### src/rtl/window_valid_gen.sv
// Tracks pixel position inside a frame and produces a delayed window-enable flag
// that marks pixels whose square window lies fully inside the image.
module window_valid_gen #(
    parameter int IMG_W    = 100,
    parameter int IMG_H    = 100,
    parameter int WIN      = 3,
    parameter int PIPE_DLY = 2,
    parameter int CNT_W    = 19,
    localparam int COL_W   = (IMG_W > 1) ? $clog2(IMG_W) : 1,
    localparam int ROW_W   = (IMG_H > 1) ? $clog2(IMG_H) : 1
) (
    input  logic             clk,
    input  logic             reset,
    input  logic             frame_start,
    input  logic             pix_valid,
    output logic [COL_W-1:0] col,
    output logic [ROW_W-1:0] row,
    output logic [CNT_W-1:0] pix_count,
    output logic             win_ok,
    output logic             frame_done,
    output logic             overrun
);
    // state  | meaning
    // IDLE   | waiting for frame_start, pixels ignored
    // ACTIVE | accepting pixels of the current frame
    // DONE   | frame complete, counters frozen, extra pixels flag overrun
    typedef enum logic [1:0] {IDLE, ACTIVE, DONE} state_t;

    localparam logic [COL_W-1:0] COL_LAST = COL_W'(IMG_W - 1);
    localparam logic [ROW_W-1:0] ROW_LAST = ROW_W'(IMG_H - 1);

    state_t           state, state_nxt;
    logic [COL_W-1:0] col_nxt, pos_col;
    logic [ROW_W-1:0] row_nxt, pos_row;
    logic [CNT_W-1:0] cnt_nxt;
    logic             accept, last, raw, done_nxt, ovr_nxt;
    logic [PIPE_DLY+1:0] dly;

    // Position the next accepted pixel would take; a zero count means the frame has no pixel yet.
    always_comb begin
        pos_col = '0;
        pos_row = '0;
        if (!frame_start && pix_count != '0) begin
            if (col == COL_LAST) begin
                pos_row = (row == ROW_LAST) ? row : row + ROW_W'(1);
            end else begin
                pos_col = col + COL_W'(1);
                pos_row = row;
            end
        end
    end

    always_comb begin
        state_nxt = state;
        col_nxt   = col;
        row_nxt   = row;
        cnt_nxt   = pix_count;
        ovr_nxt   = overrun;
        accept    = 1'b0;
        if (frame_start) begin
            state_nxt = ACTIVE;
            col_nxt   = '0;
            row_nxt   = '0;
            cnt_nxt   = '0;
            ovr_nxt   = 1'b0;
            accept    = pix_valid;
        end else begin
            case (state)
                ACTIVE:  accept = pix_valid;
                DONE:    if (pix_valid) ovr_nxt = 1'b1;
                default: ;
            endcase
        end
        last = (pos_col == COL_LAST) && (pos_row == ROW_LAST);
        if (accept) begin
            col_nxt = pos_col;
            row_nxt = pos_row;
            cnt_nxt = frame_start ? CNT_W'(1) : pix_count + CNT_W'(1);
            if (last) state_nxt = DONE;
        end
        done_nxt = accept && last;
        raw = accept && (32'(pos_row) + 32'd1 >= 32'(WIN))
                     && (32'(pos_col) + 32'd1 >= 32'(WIN));
    end

    always_ff @(posedge clk or negedge reset) begin
        if (!reset) begin
            state <= IDLE;
        end else begin
            state <= state_nxt;
        end
    end

    // The delay line shifts unconditionally so in-flight flags survive restarts.
    always_ff @(posedge clk or negedge reset) begin
        if (!reset) begin
            col        <= '0;
            row        <= '0;
            pix_count  <= '0;
            frame_done <= 1'b0;
            overrun    <= 1'b0;
            dly        <= '0;
        end else begin
            col        <= col_nxt;
            row        <= row_nxt;
            pix_count  <= cnt_nxt;
            frame_done <= done_nxt;
            overrun    <= ovr_nxt;
            dly        <= {dly[PIPE_DLY:0], raw};
        end
    end

    assign win_ok = dly[PIPE_DLY+1];

endmodule

### config.mk
export PLATFORM = sky130hd
export DESIGN_NAME = window_valid_gen
export DESIGN_NICKNAME = d
export VERILOG_FILES = /design/src/rtl/window_valid_gen.sv
export SDC_FILE = /design/constraint.sdc
export NUM_CORES = 1
export LEC_CHECK = 0
export CAP_MARGIN = 20
export CELL_PAD_IN_SITES_DETAIL_PLACEMENT = 1
export CELL_PAD_IN_SITES_GLOBAL_PLACEMENT = 1
export CORE_AREA = 2 2 102 74
export CTS_CLUSTER_DIAMETER = 200
export DETAILED_ROUTE_END_ITERATION = 10
export DIE_AREA = 0 0 104 76
export HOLD_SLACK_MARGIN = 0.05
export PLACE_DENSITY_LB_ADDON = 0.1
export SKIP_LAST_GASP = 1
export SYNTH_ARGS = -nofsm -noshare
export SYNTH_HDL_FRONTEND = slang
export SYNTH_SLANG_ARGS = --single-unit
### constraint.sdc
create_clock -name clk -period 2 [get_ports clk]
set_input_delay 0.3 -clock clk [delete_from_list [all_inputs] [get_ports clk]]
set_output_delay 0.3 -clock clk [all_outputs]
set_load 0.1 [all_outputs]
==> metrics <==
Crit. Startpoint col[1]; Ys Warns 0; final setup TNS -0.00761 ns; vias in the first global route 2253; Clock power frac between 30% and 40%; antenna violations before repair 0; cell leakage power 1.39 nW; Final Hold Fails 0; wirelength, routed between 7000 and 8000 um; WP data required 2.18 ns; Detail Route Antenna Nets 0; Final Max Tran Viols 0; Slew @ Worst Pin 0.682 ns; Hold WC Path Type reg -> reg; Non-Filler Instances ~440; DP Area 0.00317 sq mm; Placed Cells 426; Tcrit/Tclk final 100%; number of fillers in the final layout 837; core area approximately 0.007 sq mm; post-synth top area share 43.4%; Via density 5.26; Reg area 0.00109 sq mm; sw frac a little under a third; setup ws final -0.00761 ns; reg2reg start col[1]; # clock sinks 41; synthesized cell area 0.00236 sq mm; top post-synthesis cells by count 41 x dfrtp_1, 23 x nand2_1, 20 x nor2_1, 20 x o21ai_0, 15 x a21oi_1; Post-synth EDFFs 0; max_cap viols 0; Cell Int Power about 1.2 mW; GP Congestion 0.818; worst vdd ir 262 uV; Final Cell Area 0.00339 sq mm; post-synth net total 262; outcome finished, violations left; H-tree levels 2; TritonCTS Buffers 5; Worst Skew 0.00566 ns; Layout area overhead 43.5%; power share of the combinational group 18.1%; 1st-iter DRT viols slightly above 70; DIE HEIGHT 76 um; layout cell share with drive strength beyond 1 45.3%; critical path arrival approximately 2.2 ns; 1st-pass router iterations 4; Netlist cell types just over 50; clock root buffer clkbuf_8; Tmin final 2.01 ns; die width 104 um; violated checks setup timing; Peak Freq 498 MHz; worst-skew pair later-pin latency 0.30 ns; initial core utilization about a third; hold path start dly[1]; clock-pin slew of the registers on the worst-case setup and hold paths 0.08 ns; Synth Instances 254; remaining global-route overflow 0; worst rel slew slack 54.4%; Seq cells post-synth 41; endpoints failing setup 1; Port Buffers 39; footprint of the multi-input gates 0.00135 sq mm; cell taking the most area after synthesis dfrtp_1; I/O pin count 40; Async S/R FF share, synth 100%; fin nets 347; syn_area_per_cell 9.31 sq um; Critical Path Sink Type register; row cnt 26; sequential share of power 49.9%; first-pass GRT wire length 12200 um; Post-synth top flop dfrtp_1; Crit Path Category reg -> reg; critical path fanouts, max 7; via count 2304; die area between 0.007 and 0.008 sq mm; Tot GR Track Use 19.5%; drt drc 0; antenna cells 0; Psw 0.515 mW; Area contributors post-synth dfrtp_1 43%, o21ai_0 4.2%, xnor2_1 3.7%; RSZ-0062 raised after global routing true; pin count of the biggest net entering global routing 42; Startpoint Class register; sequential-to-total area share from yosys stat around 43%; pwr dens 505 mW/mm^2; most instantiated library cell after synthesis dfrtp_1; dpl hpwl 5610 um; Clock Tree Buf Depth 2; CTS tree yes; Avg WL per Cell 17.0 um
through the flow:
step                      total power, mW  setup WS, ns  util (%)  hold slack, ns
after global routing                 1.80        -0.133      48.3           0.360
after CTS                            1.70       -0.0185      46.9           0.358
final                                1.71      -0.00761      48.3           0.354
after detailed placement             1.15        -0.101      45.1           0.296
after floorplan                      1.04        -0.213         -         0.00441
after global placement               1.14       -0.0428      45.1           0.295
placed cells by master (no fill, tap or decap), types with 3 or more instances in the layout:
cell / instances
buf_4: 84
dfrtp_2: 23
nand2_1: 22
nor2_1: 19
o21ai_0: 15
a21oi_1: 13
nand3_1: 10
dfrtp_4: 10
xnor2_1: 9
or3_1: 9
a31oi_1: 8
nor3_1: 8
dfrtp_1: 8
inv_1: 6
o21ai_1: 6
xor2_1: 6
nand4_1: 5
clkbuf_8: 5
nor4_1: 4
and4_1: 4
o31ai_1: 4
nand3b_1: 3
state kept, by name, summed over array words and instances (netlist names):
signal and cells:
col 7, overrun 1, pix_count 19, state 2, frame_done 1, dly 4, row 7
cells by family after synthesis:
logic type	synth area share [%]
compound gates	18.7
xor+xnor	5.93
fa+ha+maj	2.12
buf+inv	4.66
flops	43.4
simple gates	25.1
final timing paths:
kind	slack, ns	cells past startpoint	end
worst max-delay path	-0.008	7	state[0]
worst min-delay path	0.35	0	dly[2]
worst max register to register	-0.008	7	state[0]
worst min register to register	0.35	0	dly[2]
max in group asynchronous	1.26	3	col[4]
min in group asynchronous	0.51	3	pix_count[4]
cell type report:
| type | instances | area share [%] |
|---|---|---|
| Clock buffer | 5 | 2.03 |
| Clock inverter | 3 | 0.517 |
| Inverter | 8 | 0.959 |
| Multi-Input combinational cell | 192 | 39.8 |
| Sequential cell | 41 | 32.2 |
| Tap cell | 98 | 3.62 |
| Timing Repair Buffer | 91 | 20.9 |
worst max-delay path, stage by stage (launching register included):
cell and delay [ns]:
dfrtp_4 0.50, ha_4 0.20, xor2_1 0.16, nor2_1 0.11, a22oi_2 0.08, or4_4 0.57, a211oi_4 0.20, a21oi_1 0.07
power groups by stage:
| stage | Clock [mW] | Sequential, mW | Combinational [mW] |
|---|---|---|---|
| final | 0.548 | 0.853 | 0.310 |
| after global routing | 0.611 | 0.855 | 0.336 |
| after CTS | 0.569 | 0.852 | 0.281 |
| after detailed placement | 0 | 0.870 | 0.276 |
| after global placement | 0 | 0.869 | 0.273 |
| after floorplan | 0 | 0.951 | 0.0842 |
per-layer routing:
| metal | GRT usage, % | share of wire, % | up-vias |
|---|---|---|---|
| met5 | 0 | 0 | - |
| met4 | 4.46 | 0.66 | 0 |
| met3 | 4.19 | 2.9 | 4 |
| met2 | 27.4 | 43 | 35 |
| met1 | 30.3 | 54 | 1160 |
| li1 | - | - | 1105 |
repair_timing:
action	4_1_cts	5_1_grt
pin swaps	3	10
gates resized for setup	5	21
gates cloned	1	0
hold buffers	1	0
endpoints found under the setup margin	7	16
setup buffers	0	2
hold endpoints to repair	41	0
Power figures use the tool's default switching activity.
